File: src/rtl/led_array_pkg.sv
// Shared definitions for the LED-array SPI master: frame geometry,
// FSM state encoding and a small constant helper.
package led_array_pkg;

    localparam int FRAME_BITS   = 32;
    localparam int CMD_W        = 8;
    localparam int DATA_W       = 24;
    localparam int CMD_FLAG_BIT = 7;

    typedef enum logic [2:0] {
        ST_IDLE,
        ST_SETUP,
        ST_SHIFT_LO,
        ST_SHIFT_HI,
        ST_HOLD,
        ST_GAP
    } state_t;

    function automatic int max3(input int a, input int b, input int c);
        int m;
        m = (a > b) ? a : b;
        return (m > c) ? m : c;
    endfunction

endpackage

File: src/rtl/led_array_spi_timer.sv
// Loadable down-counter with terminal-count flag.
// Ports: clk, rst_n, load (load_val into count), tc (count is zero).
module led_array_spi_timer #(
    parameter int W = 2
) (
    input  logic         clk,
    input  logic         rst_n,
    input  logic         load,
    input  logic [W-1:0] load_val,
    output logic         tc
);

    logic [W-1:0] cnt;

    always_ff @(posedge clk or negedge rst_n) begin
        if (!rst_n) begin
            cnt <= '0;
        end else if (load) begin
            cnt <= load_val;
        end else if (cnt != '0) begin
            cnt <= cnt - 1'b1;
        end
    end

    // A value of N-1 loaded on entry gives a state that lasts N cycles.
    assign tc = (cnt == '0);

endmodule

File: src/rtl/led_array_spi_master.sv
// Mode-3 SPI master sending 32-bit {cmd,data} frames MSB first.
// Ports: i_CLK, i_RESET_n, i_START/i_CMD/i_DATA request, o_BUSY, o_DONE,
// o_SPI_CLK, o_SPI_ENA_n, o_SPI_DATA, o_SPI_DATA_OE (all registered).
module led_array_spi_master
    import led_array_pkg::*;
#(
    parameter int HALF_DIV = 2,
    parameter int CS_SETUP = 2,
    parameter int CS_HOLD  = 2,
    parameter int GAP_CYC  = 4
) (
    input  logic              i_CLK,
    input  logic              i_RESET_n,
    input  logic              i_START,
    input  logic [CMD_W-1:0]  i_CMD,
    input  logic [DATA_W-1:0] i_DATA,
    output logic              o_BUSY,
    output logic              o_DONE,
    output logic              o_SPI_CLK,
    output logic              o_SPI_ENA_n,
    output logic              o_SPI_DATA,
    output logic              o_SPI_DATA_OE
);

    localparam int HW      = $clog2(HALF_DIV + 1);
    localparam int DLY_MAX = max3(CS_SETUP, CS_HOLD, GAP_CYC);
    localparam int DW      = $clog2(DLY_MAX + 1);

    localparam logic [HW-1:0] HALF_LD  = HW'(HALF_DIV - 1);
    localparam logic [DW-1:0] SETUP_LD = DW'(CS_SETUP - 1);
    localparam logic [DW-1:0] HOLD_LD  = DW'(CS_HOLD - 1);
    localparam logic [DW-1:0] GAP_LD   = DW'(GAP_CYC - 1);

    state_t                  state_q, state_d;
    logic [FRAME_BITS-1:0]   sr_q, sr_d;
    logic [4:0]              bit_q, bit_d;
    logic                    sck_q, sck_d;
    logic                    ena_n_q, ena_n_d;
    logic                    mosi_q, mosi_d;
    logic                    oe_q, oe_d;
    logic                    busy_q, busy_d;
    logic                    done_q, done_d;

    logic                    hp_load, hp_tc;
    logic                    dly_load, dly_tc;
    logic [DW-1:0]           dly_val;

    led_array_spi_timer #(.W(HW)) u_half (
        .clk      (i_CLK),
        .rst_n    (i_RESET_n),
        .load     (hp_load),
        .load_val (HALF_LD),
        .tc       (hp_tc)
    );

    led_array_spi_timer #(.W(DW)) u_dly (
        .clk      (i_CLK),
        .rst_n    (i_RESET_n),
        .load     (dly_load),
        .load_val (dly_val),
        .tc       (dly_tc)
    );

    always_ff @(posedge i_CLK or negedge i_RESET_n) begin
        if (!i_RESET_n) begin
            state_q <= ST_IDLE;
            sr_q    <= '0;
            bit_q   <= '0;
            sck_q   <= 1'b1;
            ena_n_q <= 1'b1;
            mosi_q  <= 1'b0;
            oe_q    <= 1'b0;
            busy_q  <= 1'b0;
            done_q  <= 1'b0;
        end else begin
            state_q <= state_d;
            sr_q    <= sr_d;
            bit_q   <= bit_d;
            sck_q   <= sck_d;
            ena_n_q <= ena_n_d;
            mosi_q  <= mosi_d;
            oe_q    <= oe_d;
            busy_q  <= busy_d;
            done_q  <= done_d;
        end
    end

    always_comb begin
        state_d  = state_q;
        sr_d     = sr_q;
        bit_d    = bit_q;
        sck_d    = sck_q;
        ena_n_d  = ena_n_q;
        mosi_d   = mosi_q;
        oe_d     = oe_q;
        busy_d   = busy_q;
        done_d   = 1'b0;
        hp_load  = 1'b0;
        dly_load = 1'b0;
        dly_val  = '0;

        unique case (state_q)
            ST_IDLE: begin
                if (i_START) begin
                    sr_d     = {i_CMD, i_DATA};
                    bit_d    = 5'(FRAME_BITS - 1);
                    busy_d   = 1'b1;
                    ena_n_d  = 1'b0;
                    oe_d     = 1'b1;
                    mosi_d   = i_CMD[CMD_FLAG_BIT];
                    dly_load = 1'b1;
                    dly_val  = SETUP_LD;
                    state_d  = ST_SETUP;
                end
            end
            ST_SETUP: begin
                if (dly_tc) begin
                    sck_d   = 1'b0;
                    hp_load = 1'b1;
                    state_d = ST_SHIFT_LO;
                end
            end
            ST_SHIFT_LO: begin
                if (hp_tc) begin
                    sck_d   = 1'b1;
                    hp_load = 1'b1;
                    state_d = ST_SHIFT_HI;
                end
            end
            ST_SHIFT_HI: begin
                if (hp_tc) begin
                    if (bit_q == '0) begin
                        dly_load = 1'b1;
                        dly_val  = HOLD_LD;
                        state_d  = ST_HOLD;
                    end else begin
                        // Next bit appears together with the falling edge.
                        sr_d    = sr_q << 1;
                        bit_d   = bit_q - 1'b1;
                        mosi_d  = sr_q[FRAME_BITS-2];
                        sck_d   = 1'b0;
                        hp_load = 1'b1;
                        state_d = ST_SHIFT_LO;
                    end
                end
            end
            ST_HOLD: begin
                if (dly_tc) begin
                    ena_n_d  = 1'b1;
                    oe_d     = 1'b0;
                    mosi_d   = 1'b0;
                    done_d   = 1'b1;
                    dly_load = 1'b1;
                    dly_val  = GAP_LD;
                    state_d  = ST_GAP;
                end
            end
            ST_GAP: begin
                if (dly_tc) begin
                    busy_d  = 1'b0;
                    state_d = ST_IDLE;
                end
            end
            default: begin
                state_d = ST_IDLE;
            end
        endcase
    end

    assign o_BUSY        = busy_q;
    assign o_DONE        = done_q;
    assign o_SPI_CLK     = sck_q;
    assign o_SPI_ENA_n   = ena_n_q;
    assign o_SPI_DATA    = mosi_q;
    assign o_SPI_DATA_OE = oe_q;

endmodule

File: config.mk
export PLATFORM = sky130hd
export DESIGN_NAME = led_array_spi_master
export DESIGN_NICKNAME = d
export VERILOG_FILES = /design/src/rtl/led_array_pkg.sv /design/src/rtl/led_array_spi_timer.sv /design/src/rtl/led_array_spi_master.sv
export SDC_FILE = /design/constraint.sdc
export NUM_CORES = 1
export LEC_CHECK = 0
export ABC_AREA = 1
export CAP_MARGIN = 5
export CORE_ASPECT_RATIO = 1.5
export CORE_UTILIZATION = 54
export DETAILED_ROUTE_END_ITERATION = 8
export HOLD_SLACK_MARGIN = 0.15
export PLACE_DENSITY = 0.8
export RECOVER_POWER = 100
export SKIP_LAST_GASP = 1
export SYNTH_ARGS = -nofsm -noshare
export SYNTH_HDL_FRONTEND = slang
export SYNTH_HIERARCHICAL = 1
export SYNTH_SLANG_ARGS = --single-unit
export TNS_END_PERCENT = 30
File: constraint.sdc
create_clock -name i_CLK -period 1.8 [get_ports i_CLK]
set_input_delay 0.45 -clock i_CLK [delete_from_list [all_inputs] [get_ports i_CLK]]
set_output_delay 0.45 -clock i_CLK [all_outputs]
set_load 0.1 [all_outputs]
==> impl_metrics.json <==
{
  "cp_data_required_time_ns": 2.01,
  "cts.sinks": 50,
  "yosys_register_bits": 50,
  "power.total_mw": 5.507,
  "slowest_delay_ns": 0.40,
  "clkLatencyLatePin_ns": 0.31,
  "cp_cell_sequence": "inv_1 > ha_1 > inv_1 > nor2_2 > inv_1 > buf_4 > nand3_1 > nand2_1 > nor2_1 > nand2_1 > nand2_1 > nand2_1",
  "p_seq_frac": 0.350,
  "synth-seq-area-share": 0.4557,
  "arrival_ns": 1.90,
  "start_util": 0.5675,
  "grt_pass1_wl_mm": 10.38,
  "finalWirelength_mm": 6.110,
  "avgViaCountPerCell": 5.139,
  "powerDensity_nw_per_um2": 1636,
  "grt_max_degree": 51,
  "met2_usage": 0.4615,
  "critPathMaxFanout": 4,
  "grt.met3_usage": 0.03618,
  "p_int_mw": 2.981,
  "switchingPower_mw": 2.526,
  "slew_headroom": 0.5473,
  "critical_path_class": "reg2reg",
  "hold_viol_final": 0,
  "grt_pass1_vias": 2449,
  "layout_min_cycle_time_ns": 1.695,
  "io_pins": 41,
  "cts-buffers-inserted": 5,
  "ys_top_cells_by_area": "dfrtp_1, nand2_1, nand3_1, inv_1, dfstp_2",
  "synth_cells": 395,
  "die_area_um2": 5390,
  "yosysTopAreaCell": "dfrtp_1",
  "grt_usage": 0.2566,
  "p_clk_frac": 0.124,
  "drt_first_pass_iters": 4,
  "skew_ns": 0.005192,
  "yosys.area.top_type_share": 0.4366,
  "synth_area_per_cell_um2": 6.966,
  "core_um2": 4848,
  "p_leak_nw": 1.835,
  "tightestPinTransition_ns": 0.6790,
  "outcome": "complete, no violations",
  "h-tree-depth": 2,
  "setup_viol": 0,
  "maxSlewViolCount": 0,
  "drc": 0,
  "drive_gt1_frac": 0.1076,
  "clockBufferDepth": 2,
  "period_share": 0.9419,
  "rsz0062_at_grt": "yes",
  "end_kind": "flop",
  "ys.warnings.count": 6,
  "grtUsageMet1": 0.2977,
  "holdCritPathClass": "reg2reg",
  "clk_pin_slew_worst_paths_ns": 0.09,
  "hold_ws_ns": 0.4776,
  "ant_nets": 0,
  "busiest_layer": "met2",
  "drt_iter0_markers": 117,
  "cts_tree": "done",
  "vias": 2631,
  "fin_nets": 484,
  "place.gp.congestion": 0.9117,
  "die_h_um": 89.42,
  "antenna_found_initial": 0,
  "syn_area_um2": 2751,
  "switching_share": 0.4588,
  "io_buffer_count": 40,
  "nFillCells": 422,
  "hpwl_mm": 4.276,
  "maxCapViolCount": 0,
  "crit_top_cell": "nand2_1",
  "slowest_stage": "dfrtp_1",
  "die_w_um": 60.28,
  "pwr-share-comb": 0.526,
  "root_buffer": "clkbuf_8",
  "ys_types": 23,
  "grt.overflow.total": 0,
  "syn_to_final_growth_pct": 22.37,
  "fmax_mhz": 589.8,
  "antenna_cells": 0,
  "critPathLaunchType": "flop",
  "wl_per_cell_um": 11.93,
  "max-vdd-ir-drop_mv": 0.7665,
  "core.rowCount": 31
}
## cell usage in the layout (no fill, tap or decap), drive strengths merged
master / netlist / final
dfrtp: 48 / 48
buf: 14 / 13
dfstp: 2 / 2
inv: 25 / 25
clkinv: 0 / 1
clkdlybuf4s50: 0 / 33
nor2: 15 / 15
nand2: 213 / 213
nand3: 55 / 55
or2: 1 / 1
ha: 4 / 4
nand4: 2 / 2
a21oi: 4 / 4
clkbuf: 2 / 18
o21ai: 8 / 8
conb: 2 / 3
dlygate4sd3: 0 / 1
## layout make-up
cell class | count | area (um2) | share of cell area
multi-input combinational | 305 | 1329 | 0.3946
sequential | 50 | 1254 | 0.3724
timing repair buffer | 58 | 516.7 | 0.1535
inverter | 25 | 93.84 | 0.02787
clock buffer | 7 | 86.33 | 0.02564
tap | 66 | 82.58 | 0.02453
clock inverter | 1 | 5.005 | 0.001486
## flip-flops by register name (all words and copies together) (netlist names)
name,flops
bit_q,5
sr_q,31
o_DONE,1
u_half/cnt,2
o_SPI_DATA_OE,1
state_q,3
u_dly/cnt,3
o_SPI_DATA,1
o_SPI_CLK,1
o_SPI_ENA_n,1
o_BUSY,1
## worst paths after layout
check | start | end | slack (ns) | cells past startpoint
worst max-delay path | u_dly/cnt[0] | state_q[0] | 0.10 | 12
worst min register to register | sr_q[29] | sr_q[29] | 0.48 | 2
worst max register to register | u_dly/cnt[0] | state_q[0] | 0.10 | 12
worst min-delay path | sr_q[29] | sr_q[29] | 0.48 | 2
max in group asynchronous | i_RESET_n | o_SPI_DATA_OE | 0.53 | 3
min in group asynchronous | i_RESET_n | u_dly/cnt[1] | 0.83 | 3
## cells in the mapped netlist (all sizes together)
| master | n |
|---|---|
| nand4 | 2 |
| dfrtp | 48 |
| o21ai | 8 |
| conb | 2 |
| or2 | 1 |
| clkbuf | 2 |
| inv | 25 |
| nand3 | 55 |
| dfstp | 2 |
| nor2 | 15 |
| ha | 4 |
| a21oi | 4 |
| buf | 14 |
| nand2 | 213 |
## layer usage
metal  part of all wire  up-vias
li1                   -     1318
met1               0.42     1259
met2               0.54       47
met3              0.030        7
met4              0.016        0
met5                  0        -
## logic make-up after synthesis
family	count (synthesis)	synth area share
buffers and inverters	41	0.06685
adders and majority gates	4	0.01819
AOI/OAI and AO/OA	12	0.02183
other	2	0.002730
and+or+nand+nor	286	0.4347
DFF	50	0.4557
## per-stage QoR
step,worst slack (ns),utilization,area (um2),TNS [ns],std cells
3_5_place_dp,-0.07178,0.6921,3356,-1.975,503
4_1_cts,0.04211,0.7130,3457,0,512
6_report,0.1046,0.6945,3367,0,512
2_1_floorplan,0.1816,-,2755,0,396
5_1_grt,-0.04185,0.6945,3367,-0.1463,512
3_3_place_gp,-0.04648,0.6921,3356,-1.133,503
## repair_timing
| action | in CTS | in global routing |
|---|---|---|
| endpoints found under the hold margin | 48 | 0 |
| setup buffers | 0 | 0 |
| hold buffers | 1 | 0 |
| setup endpoints to repair | 0 | 39 |
| resized for setup | 0 | 3 |
## power by group through the flow
stage,Clock (mW),Combinational [mW],Sequential (mW)
final,0.681,2.90,1.93
after global routing,0.743,3.33,1.97
after CTS,0.693,2.96,1.93
after detailed placement,0,2.95,1.95
after global placement,0,2.84,1.94
after floorplan,0,2.09,2.01
## worst max-delay path, delay by kind of cell (launching register included)
kind | cells | cell delay (ns)
AND/OR/NAND/NOR | 7 | 0.62
flip-flops | 1 | 0.40
adder cells (fa/ha/maj) | 1 | 0.20
buffers and inverters | 4 | 0.35
Power figures use the tool's default switching activity.
